==> src/rtl/match_pair_collector.sv <==
// rtl/match_pair_collector.sv - filters matched keypoint pairs per frame, buffers them, drains downstream
module match_pair_collector #(
  parameter int          MAX_PAIRS = 64,
  parameter logic [10:0] MAX_DISP  = 11'd64,
  localparam int         CW        = $clog2(MAX_PAIRS + 1)
) (
  input  logic          i_clk,
  input  logic          i_rst_n,
  input  logic          i_frame_start,
  input  logic          i_frame_end,
  input  logic          i_valid,
  input  logic [9:0]    i_src_coor_x,
  input  logic [9:0]    i_src_coor_y,
  input  logic [9:0]    i_src_depth,
  input  logic [9:0]    i_dst_coor_x,
  input  logic [9:0]    i_dst_coor_y,
  input  logic [9:0]    i_dst_depth,
  output logic          o_valid,
  input  logic          i_ready,
  output logic [9:0]    o_src_coor_x,
  output logic [9:0]    o_src_coor_y,
  output logic [9:0]    o_src_depth,
  output logic [9:0]    o_dst_coor_x,
  output logic [9:0]    o_dst_coor_y,
  output logic [9:0]    o_dst_depth,
  output logic          o_last,
  output logic [CW-1:0] o_pair_count,
  output logic          o_overflow,
  output logic          o_frame_done,
  output logic          o_busy
);

  localparam int            AW      = $clog2(MAX_PAIRS);
  localparam logic [CW-1:0] MAX_CNT = CW'(MAX_PAIRS);

  typedef enum logic [1:0] {IDLE, COLLECT, DRAIN} state_t;

  state_t        state_q, state_d;
  logic [CW-1:0] count_q, count_d;
  logic [AW-1:0] rd_q, rd_d;
  logic          ovf_q, ovf_d;
  logic          pend_q, pend_d;
  logic          drained_q, drained_d;
  logic          frame_done_q, frame_done_d;

  logic [59:0]   mem_q [MAX_PAIRS];
  logic          wr_en;
  logic [AW-1:0] wr_addr;
  logic [CW-1:0] base_count;
  logic [9:0]    dx, dy;
  logic [10:0]   disp;
  logic          pass;
  logic [59:0]   rd_data;

  assign dx   = (i_src_coor_x >= i_dst_coor_x) ? i_src_coor_x - i_dst_coor_x : i_dst_coor_x - i_src_coor_x;
  assign dy   = (i_src_coor_y >= i_dst_coor_y) ? i_src_coor_y - i_dst_coor_y : i_dst_coor_y - i_src_coor_y;
  assign disp = {1'b0, dx} + {1'b0, dy};
  assign pass = i_valid && (i_src_depth != 10'd0) && (i_dst_depth != 10'd0) && (disp <= MAX_DISP);

  always_comb begin
    state_d      = state_q;
    count_d      = count_q;
    rd_d         = rd_q;
    ovf_d        = ovf_q;
    pend_d       = pend_q;
    drained_d    = drained_q;
    frame_done_d = 1'b0;
    wr_en        = 1'b0;
    base_count   = i_frame_start ? '0 : count_q;
    wr_addr      = base_count[AW-1:0];
    case (state_q)
      IDLE: begin
        if (i_frame_start) begin
          state_d = COLLECT;
          count_d = '0;
          rd_d    = '0;
          ovf_d   = 1'b0;
          pend_d  = 1'b0;
        end
      end
      COLLECT: begin
        // A restart clears the frame but still evaluates the same-cycle pair into it
        wr_en   = pass && (base_count < MAX_CNT);
        count_d = base_count + CW'(wr_en);
        ovf_d   = (ovf_q && !i_frame_start) || (pass && !(base_count < MAX_CNT));
        rd_d    = '0;
        if (!i_frame_start && i_frame_end) begin
          if (count_d != '0) begin
            state_d   = DRAIN;
            drained_d = 1'b0;
            pend_d    = 1'b0;
          end else begin
            state_d      = IDLE;
            frame_done_d = 1'b1;
          end
        end
      end
      DRAIN: begin
        if (pass) ovf_d = 1'b1;
        if (i_frame_start) pend_d = 1'b1;
        if (drained_q) begin
          // Done pulse cycle: leave for the next frame or go idle
          drained_d = 1'b0;
          if (pend_q || i_frame_start) begin
            state_d = COLLECT;
            count_d = '0;
            rd_d    = '0;
            ovf_d   = 1'b0;
            pend_d  = 1'b0;
          end else begin
            state_d = IDLE;
          end
        end else if (i_ready) begin
          rd_d = rd_q + AW'(1);
          if (o_last) begin
            drained_d    = 1'b1;
            frame_done_d = 1'b1;
          end
        end
      end
      default: state_d = IDLE;
    endcase
  end

  always_ff @(posedge i_clk or negedge i_rst_n) begin
    if (!i_rst_n) begin
      state_q      <= IDLE;
      count_q      <= '0;
      rd_q         <= '0;
      ovf_q        <= 1'b0;
      pend_q       <= 1'b0;
      drained_q    <= 1'b0;
      frame_done_q <= 1'b0;
    end else begin
      state_q      <= state_d;
      count_q      <= count_d;
      rd_q         <= rd_d;
      ovf_q        <= ovf_d;
      pend_q       <= pend_d;
      drained_q    <= drained_d;
      frame_done_q <= frame_done_d;
    end
  end

  always_ff @(posedge i_clk) begin
    if (wr_en) mem_q[wr_addr] <= {i_src_coor_x, i_src_coor_y, i_src_depth,
                                  i_dst_coor_x, i_dst_coor_y, i_dst_depth};
  end

  // Data is gated so outputs read zero whenever nothing is presented
  assign rd_data      = o_valid ? mem_q[rd_q] : '0;
  assign o_valid      = (state_q == DRAIN) && !drained_q;
  assign o_last       = o_valid && (CW'(rd_q) == count_q - CW'(1));
  assign o_src_coor_x = rd_data[59:50];
  assign o_src_coor_y = rd_data[49:40];
  assign o_src_depth  = rd_data[39:30];
  assign o_dst_coor_x = rd_data[29:20];
  assign o_dst_coor_y = rd_data[19:10];
  assign o_dst_depth  = rd_data[9:0];
  assign o_pair_count = count_q;
  assign o_overflow   = ovf_q;
  assign o_frame_done = frame_done_q;
  assign o_busy       = (state_q != IDLE);

endmodule

==> config.mk <==
export PLATFORM = sky130hd
export DESIGN_NAME = match_pair_collector
export DESIGN_NICKNAME = d
export VERILOG_FILES = /design/src/rtl/match_pair_collector.sv
export SDC_FILE = /design/constraint.sdc
export NUM_CORES = 2
export LEC_CHECK = 0
export BUFFER_PORTS_ARGS = -buffer_cell sky130_fd_sc_hd__buf_2
export CORE_MARGIN = 2
export CORE_UTILIZATION = 55
export CTS_BUF_LIST = sky130_fd_sc_hd__clkbuf_16
export CTS_CLUSTER_DIAMETER = 200
export CTS_CLUSTER_SIZE = 25
export DETAILED_ROUTE_END_ITERATION = 6
export PLACE_DENSITY = 0.74
export SLEW_MARGIN = 20
export SYNTH_ARGS = -nofsm -noshare
export SYNTH_HDL_FRONTEND = slang
export SYNTH_SLANG_ARGS = --single-unit
==> constraint.sdc <==
create_clock -name i_clk -period 24.3 [get_ports i_clk]
set_clock_uncertainty 0.2 [all_clocks]
set_input_delay 3.645 -clock i_clk [delete_from_list [all_inputs] [get_ports i_clk]]
set_output_delay 3.645 -clock i_clk [all_outputs]
set_load 0.1 [all_outputs]
==> results.yml <==
finish:
  area_growth_pct: 7.33
  final_common_cell: "edfxtp_1"
  most-common-layout-cells: "edfxtp_1, mux4_2, buf_4, clkbuf_16, buf_2"
  fin_nets: 6554
  drive_gt1_share_pct: 29.3
clock_network:
  clkTransAtPathRegs_ps: 110
  clock-sinks: 3859
  cts_tree: "done"
  htreeDepth: 4
  clkLatencyLatePin_ps: 910
  clockRootBuffer: "clkbuf_16"
  cts_buffers: 172
  cts_resized: 0
  cts_post_setup_buffers_inserted: 0
  cts_buffer_depth: 3
  cts_hold_buf: 0
detailed_routing:
  num_vias: 70279
  drtAntennaViolNets: 0
  dr.pass1.iters: 5
  drc: 0
  via_per_inst: 7.00
  wl_per_cell_um: 38.5
  wl_um: 387000
  first_iter_violations: 11789
worst_setup_path:
  arrival_ps: 7920
  end_kind: "output port"
  r2r_cells: 6
  crit_fanout: 46
  reg2reg_slack_ps: 19950
  worstSetupPathType: "reg -> out"
  worstSetupStartpointType: "register"
  worstReg2RegStart: "o_pair_count[4]"
  required_ps: 20450
  reg2reg_to: "mem_q[15][36]"
power_and_ir_drop:
  combinationalPowerShare_pct: 6.8
  switching_power_mw: 2.49
  clock_power_share_pct: 28.8
  p_leak_nw: 47.2
  internal_power_mw: 8.88
  switching_share_pct: 21.9
  powerDensity_mw_per_mm2: 70.6
  p_total_mw: 11.4
  max-vdd-ir-drop_uv: 81.4
  pwr-share-seq_pct: 64.4
status:
  status: "complete, no violations"
yosys:
  post_synth_xor_area_fraction_pct: 0.193
  synth-compound-area-share_pct: 1.20
  synth_cell_types: 65
  yosys_most_used_dff: "edfxtp_1"
  synth_edf_count: 3840
  synthMuxAreaShare_pct: 18.6
  yosysWarnings: 0
  ys_seq_area_share_pct: 77.2
  synth_area_per_cell_um2: 24.2
  synth_top_family_by_area: "multiplexers"
  postSynthCellCount: 6190
  async_flop_share_pct: 0.492
  syn_nets: 6317
  synth-simple-area-share_pct: 1.06
  ys_seq_elements: 3859
  synth_area_mm2: 0.150
  synthAdderAreaFrac_pct: 0.534
global_route:
  grt_start_max_net_pins: 133
  gr-usage-all-layers_pct: 28.1
  grt_overflow_total: 0
  antenna_found_initial: 24
  grt_pass1_vias: 68323
  grt_pass1_wl_um: 543000
floorplan:
  die_h_um: 526
  die_w_um: 526
  pin_count: 138
  dieArea_mm2: 0.277
  start_util_pct: 55.3
  core_mm2: 0.271
  num_rows: 191
sta:
  finalSetupTns_ps: 0
  rsz0062_at_grt: "no"
  maxSlewViolCount: 0
  setup_viol: 0
  fmax_mhz: 85.0
  finalHoldViolations: 0
  period_minus_slack_ps: 11770
  max_slew.worst_pin.slew_ps: 1170
  relSlewSlack_pct: 21.6
  fin_crit_sh_pct: 48.4
worst_hold_path:
  worstHoldStart: "state_q[1]"
  holdCritPathClass: "reg -> reg"
  holdPathStages: 2
  hold_end: "state_q[1]"
place:
  detailed_place_hpwl_um: 225000
  place.port_buffers: 137
  place_congestion: 0.869
job:
  maxCapViolCount: 0
## metrics by stage
stage	setup slack (ps)	cell area (um^2)	hold slack (ps)	util (%)	std cells
final	12530	161000	387	59.4	10037
after global placement	12750	156000	328	57.6	9823
after CTS	12340	161000	381	59.4	10029
after detailed placement	12780	156000	354	57.6	9823
after floorplan	10000	150000	295	-	6190
after global routing	11990	161000	435	59.4	10030
## metal layers
metal / track usage (%) / wire length (um)
met2: 44.2 / 187000
met4: 8.55 / 13500
met1: 41.4 / 143000
met3: 4.18 / 42600
met5: 0 / 55
## synthesized netlist by cell type, types with 40 or more instances
cell      count  area share [%]
clkbuf_1    164            0.41
nand2_1      40            0.10
mux4_2     1202              18
ha_1         56            0.47
mux2i_1      72            0.48
nor4_1       67            0.28
edfxtp_1   3840              77
nor2b_1      66            0.28
buf_2       123            0.41
buf_1        43            0.11
a211oi_1    121            0.61
inv_1        64            0.16
## cell type report
type | count | area, um^2
antenna | 8 | 20.0
clock buffer | 174 | 4350
clock inverter | 32 | 365
fill | 18357 | 110000
inverter | 65 | 244
multi-input combinational | 1916 | 32800
sequential | 3859 | 116000
tap | 3570 | 4470
timing repair buffer | 413 | 2900
## worst max-delay path, stage by stage, from the launching register on
cell	delay, ps
dfrtp_4	1000
buf_4	720
buf_4	770
buf_4	750
buf_4	870
mux4_2	600
mux4_2	450
nor2b_1	160
a211oi_1	770
a211oi_1	330
buf_2	410
## how the worst max path moves through the flow
stage | from | to | slack, ps
final | rd_q[0] | o_dst_coor_x[9] | 12530
after global routing | rd_q[0] | o_dst_coor_x[9] | 11990
after CTS | rd_q[0] | o_dst_coor_x[9] | 12340
after detailed placement | i_src_coor_x[3] | drained_q | 12780
after global placement | i_src_coor_x[3] | drained_q | 12750
after floorplan | i_src_coor_y[3] | mem_q[16][0] | 10000
## power by group through the flow
stage               clock network [mW]  logic (mW)  registers [mW]
global route                      3.50       0.818            7.32
global placement                     0       0.764            7.47
floorplan                            0       0.457            7.48
CTS                               3.31       0.777            7.32
detailed placement                   0       0.775            7.47
finish                            3.27       0.777            7.32
## sequential cells by signal, summed over array words and instances (netlist names)
register	count
o_pair_count	7
pend_q	1
o_overflow	1
rd_q	6
drained_q	1
mem_q	3840
o_frame_done	1
state_q	2
## cells by family (layout without fill, tap and decap cells)
logic type	count (synthesis)	in the layout
adder cells (fa/ha/maj)	61	61
multiplexers	1280	1280
buffers and inverters	415	684
AND/OR/NAND/NOR	284	284
other	0	8
AO/OA/AOI/OAI	258	258
flip-flops	3859	3859
XOR/XNOR	33	33
Note: power is estimated with default switching activity, not from simulation.
